--- src/rtl/sample_dispatch_ctrl.sv ---
// Byte-stream sample assembler and dispatcher for the spike-detection unit array.
// Optional WAIT_LSB resync timeout is compiled in with `define DISPATCH_TIMEOUT_EN.
module sample_dispatch_ctrl #(
    parameter int NUM_UNITS      = 2,
    parameter int DATA_WIDTH     = 16,
    parameter int SEL_WIDTH      = 2,
    parameter int PROCESS_CYCLES = 2,
    parameter int TIMEOUT_CYCLES = 255
) (
    input  logic                   clk,
    input  logic                   rst_n,
    input  logic                   ena,
    input  logic                   byte_valid,
    input  logic [7:0]             byte_in,
    input  logic [SEL_WIDTH-1:0]   unit_sel,
    output logic [DATA_WIDTH-1:0]  unit_sample,
    output logic [NUM_UNITS-1:0]   unit_valid,
    input  logic [NUM_UNITS-1:0]   unit_spike,
    input  logic [2*NUM_UNITS-1:0] unit_event,
    output logic                   spike_out,
    output logic [1:0]             event_out,
    output logic                   busy,
    output logic                   sel_err,
    output logic                   overrun
);

    localparam logic [2:0] S_IDLE     = 3'd0;
    localparam logic [2:0] S_WAIT_LSB = 3'd1;
    localparam logic [2:0] S_DISPATCH = 3'd2;
    localparam logic [2:0] S_PROCESS  = 3'd3;
    localparam logic [2:0] S_CAPTURE  = 3'd4;

    localparam int CNT_W = (PROCESS_CYCLES > 1) ? $clog2(PROCESS_CYCLES) : 1;

    if (NUM_UNITS < 1 || NUM_UNITS > 4 || PROCESS_CYCLES < 1 || TIMEOUT_CYCLES < 1
        || DATA_WIDTH != 16) begin : g_param_check
        $error("sample_dispatch_ctrl: parameter out of range");
    end

    logic [2:0]            r_state;
    logic                  r_bv_q;
    logic [7:0]            r_msb_q;
    logic [SEL_WIDTH-1:0]  r_sel_q;
    logic [DATA_WIDTH-1:0] r_sample;
    logic                  r_busy;
    logic [CNT_W-1:0]      r_cnt;
    logic                  r_sel_err;
    logic                  r_overrun;

    logic                   w_accept;
    logic                   w_busy_state;
    logic                   w_sel_ok;
    logic [NUM_UNITS-1:0]   w_hit;
    logic [NUM_UNITS-1:0]   w_res_spike;
    logic [2*NUM_UNITS-1:0] w_res_event;

`ifdef DISPATCH_TIMEOUT_EN
    localparam int TO_W = $clog2(TIMEOUT_CYCLES + 1);
    logic [TO_W-1:0] r_to_cnt;
`endif

    // Rising-edge detect: a strobe held for several cycles is one byte.
    assign w_accept     = byte_valid & ~r_bv_q & ena;
    assign w_busy_state = (r_state == S_DISPATCH) | (r_state == S_PROCESS) | (r_state == S_CAPTURE);
    assign w_sel_ok     = |w_hit;

    assign unit_sample = r_sample;
    assign unit_valid  = (ena && r_state == S_DISPATCH) ? w_hit : '0;
    assign busy        = r_busy;
    assign sel_err     = r_sel_err;
    assign overrun     = r_overrun;

    always_ff @(posedge clk) begin
        if (!rst_n) begin
            r_state   <= S_IDLE;
            r_bv_q    <= 1'b0;
            r_msb_q   <= '0;
            r_sel_q   <= '0;
            r_sample  <= '0;
            r_busy    <= 1'b0;
            r_cnt     <= '0;
            r_sel_err <= 1'b0;
            r_overrun <= 1'b0;
`ifdef DISPATCH_TIMEOUT_EN
            r_to_cnt  <= '0;
`endif
        end else begin
            r_bv_q <= byte_valid;
            if (ena) begin
                case (r_state)
                    S_IDLE: begin
                        if (w_accept) begin
                            r_msb_q <= byte_in;
                            r_sel_q <= unit_sel;
                            r_state <= S_WAIT_LSB;
`ifdef DISPATCH_TIMEOUT_EN
                            r_to_cnt <= '0;
`endif
                        end
                    end
                    S_WAIT_LSB: begin
                        if (w_accept) begin
                            r_sample <= DATA_WIDTH'({r_msb_q, byte_in});
                            r_busy   <= 1'b1;
                            r_state  <= S_DISPATCH;
`ifdef DISPATCH_TIMEOUT_EN
                        end else if (r_to_cnt == TO_W'(TIMEOUT_CYCLES - 1)) begin
                            // Lost LSB: drop the half sample to regain byte alignment.
                            r_sel_err <= 1'b1;
                            r_state   <= S_IDLE;
                        end else begin
                            r_to_cnt <= r_to_cnt + 1'b1;
`endif
                        end
                    end
                    S_DISPATCH: begin
                        if (!w_sel_ok) r_sel_err <= 1'b1;
                        r_cnt   <= CNT_W'(PROCESS_CYCLES - 1);
                        r_state <= (PROCESS_CYCLES == 1) ? S_CAPTURE : S_PROCESS;
                    end
                    S_PROCESS: begin
                        // CAPTURE occupies the last cycle of the processing window.
                        r_cnt <= r_cnt - 1'b1;
                        if (r_cnt == CNT_W'(1)) r_state <= S_CAPTURE;
                    end
                    S_CAPTURE: begin
                        r_busy  <= 1'b0;
                        r_state <= S_IDLE;
                    end
                    default: r_state <= S_IDLE;
                endcase
                if (w_accept && w_busy_state) r_overrun <= 1'b1;
            end
        end
    end

    for (genvar gi = 0; gi < NUM_UNITS; gi++) begin : g_res
        logic       r_spike;
        logic [1:0] r_event;

        assign w_hit[gi]              = (r_sel_q == SEL_WIDTH'(gi));
        assign w_res_spike[gi]        = r_spike;
        assign w_res_event[2*gi +: 2] = r_event;

        always_ff @(posedge clk) begin
            if (!rst_n) begin
                r_spike <= 1'b0;
                r_event <= 2'b00;
            end else if (ena && r_state == S_CAPTURE && w_hit[gi]) begin
                r_spike <= unit_spike[gi];
                r_event <= unit_event[2*gi +: 2];
            end
        end
    end

    // Live selector picks the result; out-of-range selectors read as zero.
    always_comb begin
        spike_out = 1'b0;
        event_out = 2'b00;
        for (int i = 0; i < NUM_UNITS; i++) begin
            if (unit_sel == SEL_WIDTH'(i)) begin
                spike_out = w_res_spike[i];
                event_out = w_res_event[2*i +: 2];
            end
        end
    end

endmodule

--- config.mk ---
export PLATFORM = sky130hd
export DESIGN_NAME = sample_dispatch_ctrl
export DESIGN_NICKNAME = d
export VERILOG_FILES = /design/src/rtl/sample_dispatch_ctrl.sv
export SDC_FILE = /design/constraint.sdc
export NUM_CORES = 1
export LEC_CHECK = 0
export ABC_AREA = 0
export BUFFER_PORTS_ARGS = -buffer_cell sky130_fd_sc_hd__buf_4
export CORE_MARGIN = 2
export CORE_UTILIZATION = 45
export DETAILED_ROUTE_END_ITERATION = 12
export PLACE_DENSITY = 0.8
export REMOVE_ABC_BUFFERS = 1
export SLEW_MARGIN = 20
export SYNTH_ARGS = -nofsm -noshare
export SYNTH_HDL_FRONTEND = slang
export SYNTH_SLANG_ARGS = --single-unit
--- constraint.sdc ---
create_clock -name clk -period 2.9 [get_ports clk]
set_input_delay 0.145 -clock clk [delete_from_list [all_inputs] [get_ports clk]]
set_output_delay 0.145 -clock clk [all_outputs]
set_load 0.1 [all_outputs]
==> Word-level counts from Yosys, hierarchy flattened <==
Cells that the tools add are included.
{ "word_totals": {"ff_bits": 40, "inputBits": 20, "output_inout_bits": 24} }
{ "classes": {"n_reduce_logical": 18, "n_bitwise": 6, "muxes": 12, "eq_ne": 9, "add_sub_neg": 1} }
{ "op_table": {"columns": ["cell", "count"], "rows": [
  ["3-bit case mux with 4 select lines", 1],
  ["3-bit AND reduction", 4],
  ["3-bit 2-to-1 mux", 3],
  ["3-bit by 2-bit == test with 1-bit output (second input constant)", 2],
  ["2-bit 2-to-1 mux", 3],
  ["2-bit inequality test (second input constant)", 3],
  ["1-bit logical AND", 5],
  ["2-bit by 1-bit == test with 1-bit output (second input constant)", 2],
  ["2-bit zero test", 2],
  ["1-bit case mux with 2 select lines", 2],
  ["2-bit AND reduction", 2],
  ["4-bit AND reduction", 1],
  ["2-bit nonzero test", 2],
  ["3-bit by 1-bit == test with 1-bit output (second input constant)", 1],
  ["3-bit == test (second input constant)", 1],
  ["3-bit zero test", 1],
  ["1-bit 2-to-1 mux", 3],
  ["1-bit AND", 2],
  ["1-bit NOT", 2],
  ["1-bit bitwise OR", 2],
  ["2-bit OR reduction", 1],
  ["1-bit subtractor (second input constant)", 1]
]} }

==> Longest topological paths before layout <==
Gate-level depths: netlist of run 1.
{ "depth": {"ltp_word": 5, "depth_mapped": 5, "depth_no_buf": 3} }

==> Worst setup path before layout of run 1 <==
Ideal clock, no wire load.
{ "synth_timing": {"path_type": "register -> output", "startpoint": "reg r_state[1]", "endpoint": "out unit_valid[0]", "arrival_time_ns": 2.012, "stages_incl_launch_ff": 4, "required_ns": 2.755, "n_path_buf": 0, "path_slack_ns": 0.743, "cell_sequence": "dfxtp_1 nor2b_1 nand2_1 nor2_1"} }
{ "synth_via": {"elab_chain_len": 3} }
{ "synth_rtl": {"columns": ["item", "line", "source"], "rows": [
  ["from (decl)", "40", "logic [2:0] r_state;"],
  ["from (signal assigned)", "119", "r_state <= (PROCESS_CYCLES == 1) ? S_CAPTURE : S_PROCESS;"],
  ["3-bit by 2-bit == test with 1-bit output", "68", "assign unit_valid = (ena && r_state == S_DISPATCH) ? w_hit : '0;"],
  ["1-bit logical AND", "68", null],
  ["2-bit 2-to-1 mux", "68", null],
  ["to (decl)", "17", "output logic [NUM_UNITS-1:0] unit_valid,"]
]} }
No other way between the ends.

==> Worst setup path in the final report of run 1 <==
{ "layout_timing": {"startpoint": "reg r_state[1]", "endpoint": "out unit_valid[1]"} }
Same word-level chain as after synthesis.

==> flow_metrics.py, run 1 <==
metrics = {
    "outcome": {
        "run_status": "finished, final reports clean",
    },
    "setup_path": {
        "cp.arrival_ns": 1.60,
        "worstPathRequired_ns": 2.76,
        "crit_family": "simple AND/OR/NAND/NOR gates",
        "critPathSlowestCell": "dfxtp_1",
        "worstPathMaxFanout": 9,
        "critPathKind": "reg2out",
        "endpoint_kind": "primary output",
        "cp.buffers_inverters": 1,
        "max_stage_delay_ns": 0.49,
        "critical_path.cell_chain": "nor2b_1, and3_1, buf_4",
        "cp-start-kind": "flip-flop",
    },
    "timing": {
        "rsz0062_at_grt": "no",
        "hold_viol": 0,
        "setup_violations": 0,
        "timing.setup.tns_ns": 0,
        "slew-limit-headroom": 0.6623,
        "worst_pin_slew_ns": 0.5066,
        "period_share": 0.6016,
        "drv_slew": 0,
        "fin_crit_ns": 1.745,
        "fin_worst_skew_ns": 0.004352,
        "timing.fmax_mhz": 573.2,
    },
    "logic_synthesis": {
        "syn_avg_cell_area_um2": 9.384,
        "yosysTopAreaCell": "dfxtp_1",
        "yosysTopAreaCellShare": 0.4689,
        "async_flop_share": 0,
        "ys.flop_type": "dfxtp_1",
        "yosys_warnings": 0,
        "yosys-top-cells-area": "dfxtp_1 47%, mux2i_1 21%, nand2_1 12%",
        "synthTopCellsByCount": "53 x nand2_1, 40 x dfxtp_1, 35 x mux2i_1",
        "synth-seq-cells": 40,
        "synth-edff-count": 0,
        "syn_inst": 182,
        "yosysUniqueCellTypes": 30,
        "yosysMostFrequentCell": "nand2_1",
        "yosysSeqAreaShare": 0.4689,
        "syn_area_um2": 1708,
    },
    "layout": {
        "seq_area_um2": 800.8,
        "finalInstanceArea_um2": 2133,
        "multiInputGateArea_um2": 840.8,
        "layout.nets": 242,
        "nFillCells": 354,
        "diodes": 0,
        "finish.utilization": 0.5827,
        "area_growth_syn_to_layout_pct": 24.91,
        "drive_gt1_frac": 0.2601,
    },
    "die": {
        "rows": 22,
        "core_area_um2": 3661,
        "die_w_um": 65.61,
        "die-area_um2": 4304,
        "start_util": 0.4665,
        "io_pins": 44,
        "die-height_um": 65.61,
    },
    "grt": {
        "grt_start_max_net_pins": 55,
        "grt_pass1_vias": 1252,
        "grt_pass1_wl_mm": 5.637,
        "antenna_found_initial": 0,
        "grt_usage": 0.1737,
        "gr-total-overflow": 0,
    },
    "drt": {
        "wire_per_inst_um": 11.76,
        "ant_nets": 0,
        "drt_iter0_drc": 32,
        "routed_wl_mm": 3.188,
        "dr.pass1.iters": 4,
        "routed_via_density": 4.937,
        "vias": 1338,
        "drc_errors": 0,
    },
    "clocking": {
        "cts.sinks": 40,
        "clock_path_buffers": 2,
        "cts_hold_buf": 0,
        "clock_latency_ns": 0.29,
        "htreeDepth": 2,
        "cts-resized-gates": 0,
        "cts_made_buffers": 5,
        "tritoncts": "built",
        "root_buffer": "clkbuf_8",
        "path_clk_slew_ns": 0.07,
        "postCtsSetupBuffers": 0,
    },
    "place": {
        "io_buffers": 43,
        "dpl-instance-area_um2": 2039,
        "dpl.hpwl_mm": 2.206,
        "gp_congestion": 0.7727,
    },
    "run": {
        "maxCapViolCount": 0,
    },
    "power_and_ir_drop": {
        "vdd_drop_max_uv": 315.8,
        "power_density_nw_per_um2": 495.8,
        "p_leak_nw": 0.9968,
    },
    "hold_path": {
        "worst_hold_path_type": "in2reg",
    },
}
## cells by family (layout without fill, tap and decap cells)
group	Yosys count	after routing	synth area share
AOI/OAI and AO/OA	13	13	0.04982
buffers and inverters	13	54	0.03883
DFF	40	40	0.4689
muxes	36	36	0.2117
and+or+nand+nor	80	80	0.2308
## sequential cells by signal (all words and copies together), names as in the netlist
name,flops
r_state,3
g_res.r_event,4
r_sel_q,2
busy,1
sel_err,1
r_msb_q,8
r_bv_q,1
r_cnt,1
g_res.r_spike,2
overrun,1
unit_sample,16
## cell usage in the layout (no fill, tap or decap), drive strengths merged
cell and count:
nand2 53, buf 44, dfxtp 40, mux2i 35, nor2 11, clkbuf 7
nand2b 4, a21oi 4, o21ai 3, nor2b 2, or4b 2, nand3 2
inv 2, nor3b 2, and3 1, nor4b 1, nand4 1, a31oi 1
o21bai 1, a22o 1, a211o 1, a21boi 1, o2111a 1, mux2 1
and2 1, clkinvlp 1
## routing by layer
layer	wire length, um	part of all wire	vias up	global-route usage
met5	0	0	-	0
met4	66	0.021	0	0.08594
met3	184	0.058	6	0.06336
met2	1505	0.47	33	0.2666
met1	1431	0.45	608	0.2141
li1	-	-	691	-
## path summary, 6_finish.rpt
| kind | to | from | cells past startpoint | slack, ns |
|---|---|---|---|---|
| worst max-delay path | unit_valid[1] | r_state[1] | 3 | 1.16 |
| worst min-delay path | r_bv_q | byte_valid | 2 | 0.08 |
| worst min register to register | busy | busy | 2 | 0.45 |
| worst max register to register | g_res[0].r_spike | r_state[1] | 3 | 1.36 |
## power by group
group          internal [W]  switching (W)  leakage (nW)
clock              0.000193       0.000183        0.0445
combinational     0.0000450      0.0000665         0.629
sequential         0.000561     0.00000907         0.324
## layout make-up
| class | instances | area share |
|---|---|---|
| clock buffers | 7 | 0.04047 |
| clock inverters | 1 | 0.003519 |
| inverters | 2 | 0.003519 |
| multi-input cells | 129 | 0.3941 |
| flip-flops and latches | 40 | 0.3754 |
| well taps | 48 | 0.02815 |
| repair buffers | 44 | 0.1548 |
## per-stage QoR
step	hold slack, ns	setup slack (ns)	cells	power (W)
2_1_floorplan	0.2667	0.7428	171	0.0006475
3_3_place_gp	0.3802	1.411	263	0.0006933
3_5_place_dp	0.3827	1.392	263	0.0006945
4_1_cts	0.07994	1.154	271	0.001071
5_1_grt	0.09430	0.9883	271	0.001115
6_report	0.08483	1.155	271	0.001058
No activity file was read; power rests on OpenSTA's default activity.
==> run 2, diff against run 1 <==
ABC_AREA = 1   (was 0)
PLACE_DENSITY = 0.83   (was 0.8)
clock period = 1.6 ns   (was 2.9 ns; I/O delays follow)
==> run 2 against run 1 <==
Effect of this change:
- via count is 12% higher
- flip-flop and latch count did not move
- register-to-register slack worse by 1.1 ns
- final area decreased by 0.88%
==> flow_metrics.py, run 2 <==
metrics = {
    "logic_synthesis": {
        "yosysTopAreaCellShare": 0.4852,
        "yosys_warnings": 0,
        "synthMuxAreaShare": 0,
        "yosysUniqueCellTypes": 23,
        "synth-seq-cells": 40,
        "yosysSeqAreaShare": 0.4852,
        "yosysTopAreaCell": "dfxtp_1",
        "synth-edff-count": 0,
        "yosysMostFrequentCell": "nor2_1",
        "synthSimpleGateAreaFrac": 0.3336,
        "synth_compound_area_frac": 0.1061,
        "yosys-top-cells-area": "dfxtp_1 49%, nor2_1 15%, nand2_1 6.1%",
        "synth_fa_ha_area_frac": 0,
        "syn_area_um2": 1650,
        "synth_top_family_by_area": "simple AND/OR/NAND/NOR gates",
        "async_flop_share": 0,
        "syn_inst": 224,
        "synthTopCellsByCount": "65 x nor2_1, 40 x dfxtp_1, 27 x nand2_1",
        "ys.flop_type": "dfxtp_1",
        "synth-xor-area-share": 0,
        "syn_avg_cell_area_um2": 7.368,
    },
    "layout": {
        "area_growth_syn_to_layout_pct": 28.13,
        "layout_common_cells": "63 x nor2_1, 42 x buf_4, 39 x dfxtp_1",
        "drive_gt1_frac": 0.2825,
        "diodes": 0,
        "layout.nets": 289,
        "largest_reg_flops": 16,
        "layout.cells.most_common": "nor2_1",
        "final_cells": 317,
    },
    "drt": {
        "wire_per_inst_um": 10.43,
        "routed_wl_mm": 3.307,
        "vias": 1497,
        "drt_iter0_drc": 56,
        "drc_errors": 0,
        "dr.pass1.iters": 4,
        "ant_nets": 0,
        "routed_via_density": 4.722,
    },
    "timing": {
        "worst_pin_slew_ns": 0.3262,
        "fin_worst_skew_ns": 0.004629,
        "setup_violations": 0,
        "period_share": 0.9245,
        "hold_viol": 0,
        "slew-limit-headroom": 0.7825,
        "rsz0062_at_grt": "no",
        "drv_slew": 0,
        "timing.fmax_mhz": 676.0,
        "fin_crit_ns": 1.479,
        "timing.setup.tns_ns": 0,
    },
    "grt": {
        "grt_pass1_vias": 1311,
        "gr-total-overflow": 0,
        "antenna_found_initial": 0,
        "grt_usage": 0.1744,
        "grt_pass1_wl_mm": 5.671,
        "grt_start_max_net_pins": 39,
    },
    "clocking": {
        "clock_latency_ns": 0.29,
        "cts.sinks": 40,
        "cts_made_buffers": 5,
        "postCtsSetupBuffers": 0,
        "root_buffer": "clkbuf_8",
        "tritoncts": "built",
        "clock_path_buffers": 2,
        "htreeDepth": 2,
        "path_clk_slew_ns": 0.07,
    },
    "setup_path": {
        "worstPathMaxFanout": 6,
        "cp.arrival_ns": 1.40,
        "cp-start-kind": "flip-flop",
        "critPathKind": "reg2out",
        "reg2reg_setup_slack_ns": 0.28,
        "worst-r2r-cell-count": 6,
        "endpoint_kind": "primary output",
        "reg2reg_from": "r_state[2]",
        "worstPathRequired_ns": 1.52,
        "r2r-end": "unit_sample[8]",
    },
    "die": {
        "rows": 22,
        "start_util": 0.4577,
        "die_w_um": 64.56,
        "die-height_um": 64.56,
        "core_area_um2": 3606,
        "io_pins": 44,
        "die-area_um2": 4168,
    },
    "power_and_ir_drop": {
        "power_density_nw_per_um2": 1045,
        "p_leak_nw": 1.037,
        "vdd_drop_max_uv": 633.1,
    },
    "hold_path": {
        "worst_hold_path_type": "in2reg",
        "holdPathEnd": "r_msb_q[3]",
        "hold_start": "byte_in[3]",
        "whs_path_depth": 3,
    },
    "run": {
        "maxCapViolCount": 0,
    },
    "place": {
        "dpl.hpwl_mm": 2.245,
        "dp.cells": 309,
        "io_buffers": 43,
        "gp_congestion": 0.7264,
    },
    "outcome": {
        "run_status": "finished, final reports clean",
    },
}
[run 2: cell count changes in the layout (fill, tap and decap cells not counted), sizes merged, moves of 2 or more]
cell,change
nor2,+70
mux2i,-35
nand2,-25
o21ai,+25
inv,+18
nand3,+9
nand2b,-4
nor2b,-2
nor3b,-2
or4b,-2
[run 2: how the worst max path moves through the flow]
| stage | startpoint | to | slack [ns] | cells past startpoint |
|---|---|---|---|---|
| 2_1_floorplan | r_state[1] | unit_valid[0] | -0.48 | 4 |
| 3_3_place_gp | r_state[1] | unit_valid[1] | 0.31 | 5 |
| 3_5_place_dp | r_state[1] | unit_valid[0] | 0.26 | 5 |
| 4_1_cts | r_state[1] | unit_valid[0] | 0.05 | 5 |
| 5_1_grt | r_state[1] | unit_valid[0] | 0.01 | 5 |
| 6_report | r_state[1] | unit_valid[0] | 0.12 | 5 |
[run 2: worst max-delay path, stage by stage, from the launching register on]
cell and delay [ns]:
dfxtp_2 0.39, inv_1 0.09, nor2_4 0.13, nand3_2 0.11, nor2_2 0.18, buf_12 0.19
[run 2: final cells by class]
cell class	count	area, um2
Timing Repair Buffer	45	356.6
Inverter	20	77.57
Multi-Input combinational cell	157	740.7
Tap cell	48	60.06
Clock inverter	1	5.005
Sequential cell	40	802.0
Clock buffer	6	72.57
Fill cell	348	1491
[run 2: kinds of logic after synthesis]
group                  after synthesis
AO/OA/AOI/OAI                       34
AND/OR/NAND/NOR                    123
buffers and inverters               27
flip-flops                          40
[run 2: power breakdown]
part | internal [W] | switching (W)
clock | 0.000296 | 0.000331
sequential | 0.00106 | 0.0000481
combinational | 0.000139 | 0.000337
[run 2: timing repair]
action                                  CTS  global route
hold endpoints to repair                  1             0
gates resized for setup                   3             6
endpoints found under the setup margin    2             2
hold buffers                              1             0
pin swaps                                 0             1
[run 2: per-layer routing]
layer,routed length (um),vias up,track usage
li1,-,789,-
met1,1563,652,0.2185
met2,1502,49,0.2904
met3,175,7,0.03299
met4,66,0,0.07979
met5,0,-,0
[run 2: per-stage QoR]
step           setup slack, ns    util  hold slack (ns)  area, um2  power (W)
3_3_place_gp            0.3052  0.5531           0.2899       1994   0.001579
3_5_place_dp            0.2646  0.5531           0.2944       1994   0.001585
4_1_cts                0.04795  0.5798          0.01447       2091   0.002224
5_1_grt                0.01430  0.5864          0.01990       2115   0.002326
2_1_floorplan          -0.4753       -           0.1735       1604   0.001452
6_report                0.1208  0.5864          0.01838       2115   0.002210
==> run 3, diff against run 2 <==
CORE_UTILIZATION = 40   (was 45)
PLACE_DENSITY = 0.76   (was 0.83)
SLEW_MARGIN = default   (was 20)
==> run 3 against run 2 <==
Effect of this change:
- sequential share of layout area is 0.23 points higher
- first-iteration DRC count is 32% lower
- critical path type unchanged
- combinational power is 2% lower
==> flow_metrics.py, run 3 (synthesis gave the netlist of run 2 again) <==
metrics = {
    "clocking": {
        "htreeDepth": 2,
        "tritoncts": "built",
        "path_clk_slew_ns": 0.07,
        "clock_path_buffers": 2,
        "postCtsSetupBuffers": 0,
        "cts_made_buffers": 5,
        "clock_latency_ns": 0.29,
        "root_buffer": "clkbuf_8",
        "cts.sinks": 40,
    },
    "layout": {
        "finish.utilization": 0.5293,
        "layout.nets": 289,
        "multiInputGateArea_um2": 730.7,
        "layout_common_cells": "65 x nor2_1, 42 x buf_4, 39 x dfxtp_1",
        "nFillCells": 409,
        "seq_area_um2": 802.0,
        "area_growth_syn_to_layout_pct": 27.37,
        "layout.cells.most_common": "nor2_1",
        "largest_reg_flops": 16,
        "drive_gt1_frac": 0.2751,
        "diodes": 0,
    },
    "hold_path": {
        "worst_hold_path_type": "in2reg",
        "hold_start": "byte_in[1]",
    },
    "grt": {
        "globalRoute.busiestLayer": "met2",
        "gr-total-overflow": 0,
        "grt_start_max_net_pins": 39,
        "met2_usage": 0.2682,
        "grt_pass1_wl_mm": 5.699,
        "grt_usage": 0.1663,
        "grt_pass1_vias": 1350,
        "grtUsageMet1": 0.1988,
        "gr-usage-met3": 0.06250,
        "antenna_found_initial": 0,
    },
    "timing": {
        "worst_pin_slew_ns": 0.3252,
        "timing.fmax_mhz": 684.0,
        "period_share": 0.9138,
        "rsz0062_at_grt": "no",
        "setup_violations": 0,
        "fin_worst_skew_ns": 0.005276,
        "hold_viol": 0,
        "slew-limit-headroom": 0.7832,
        "fin_crit_ns": 1.462,
        "drv_slew": 0,
        "worst_slack_ns": 0.1379,
    },
    "run": {
        "maxCapViolCount": 0,
    },
    "power_and_ir_drop": {
        "power_density_nw_per_um2": 1044,
        "p_switching_w": 0.0007076,
        "combPwrFrac": 0.213,
        "pwr-share-clk": 0.282,
        "p_int_w": 0.001488,
        "vdd_drop_max_uv": 824.1,
        "p_leak_nw": 1.035,
        "p_seq_frac": 0.505,
        "sw_frac_of_total": 0.3223,
    },
    "die": {
        "die-area_um2": 4655,
        "start_util": 0.4156,
        "core_area_um2": 3971,
        "die_w_um": 68.23,
        "rows": 23,
        "die-height_um": 68.23,
        "io_pins": 44,
    },
    "setup_path": {
        "critical_path.cell_chain": "inv_1, nor2_4, nand3_1, nor2_1, buf_6",
        "critPathSlowestCell": "dfxtp_2",
        "critPathKind": "reg2out",
        "max_stage_delay_ns": 0.38,
        "worstPathMaxFanout": 6,
        "reg2reg_from": "r_state[2]",
        "cp.arrival_ns": 1.38,
        "cp.buffers_inverters": 2,
        "cp-start-kind": "flip-flop",
        "worstPathRequired_ns": 1.52,
        "worstSetupStartpoint": "r_state[1]",
        "crit_family": "flip-flops",
        "endpoint_kind": "primary output",
    },
    "place": {
        "post-place-ws_ns": 0.2801,
        "gp_congestion": 0.8606,
        "io_buffers": 43,
        "dpl.hpwl_mm": 2.375,
    },
    "drt": {
        "dr.pass1.iters": 4,
        "wire_per_inst_um": 10.58,
        "routed_via_density": 4.596,
        "routed_wl_mm": 3.375,
        "drt_iter0_drc": 38,
        "drc_errors": 0,
        "vias": 1466,
        "ant_nets": 0,
    },
    "outcome": {
        "run_status": "finished, final reports clean",
    },
}
-- run 3: worst paths after layout --
path,to,cells after the start,slack [ns]
worst min-delay path,unit_sample[1],3,0.02
worst max register to register,unit_sample[3],6,0.26
worst max-delay path,unit_valid[1],5,0.14
worst min register to register,overrun,2,0.46
-- run 3: worst register-to-register path: stages, from the launching register on --
cell     delay, ns
dfxtp_1       0.38
nor2_2        0.17
nand2_2       0.11
nor2_8        0.25
inv_4         0.16
nor2_1        0.12
nor2_1        0.05
-- run 3: repair_timing --
item / 4_1_cts / 5_1_grt
hold buffers: 1 / 0
pin swaps: 0 / 0
endpoints found under the hold margin: 1 / 0
resized for setup: 2 / 2
endpoints found under the setup margin: 2 / 2
-- run 3: final cells by class --
cell class	count	share of cell area
well taps	50	0.02976
inverters	20	0.03690
clock inverters	2	0.005952
clock buffers	5	0.03274
repair buffers	45	0.1655
multi-input cells	157	0.3476
flip-flops and latches	40	0.3815
-- run 3: metal layers --
metal,wire (um),part of all wire
met1,1613,0.48
met2,1499,0.44
met3,199,0.059
met4,63,0.019
met5,0,0
-- run 3: power by group through the flow --
stage	sequential (W)	clock, W	combinational [W]
5_1_grt	0.00112	0.000697	0.000510
4_1_cts	0.00111	0.000647	0.000469
3_3_place_gp	0.00113	0	0.000455
6_report	0.00111	0.000619	0.000468
2_1_floorplan	0.00125	0	0.000199
3_5_place_dp	0.00113	0	0.000464
-- run 3: stage by stage --
| step | instances | setup TNS [ns] | power (W) | cell area (um2) | hold WS [ns] |
|---|---|---|---|---|---|
| finish | 319 | 0 | 0.002195 | 2102 | 0.02171 |
| global route | 319 | 0 | 0.002323 | 2102 | 0.01141 |
| CTS | 319 | 0 | 0.002221 | 2096 | 0.01256 |
| detailed placement | 311 | 0 | 0.001591 | 1997 | 0.2915 |
| global placement | 311 | 0 | 0.001581 | 1997 | 0.2883 |
| floorplan | 217 | -0.9506 | 0.001452 | 1604 | 0.1735 |
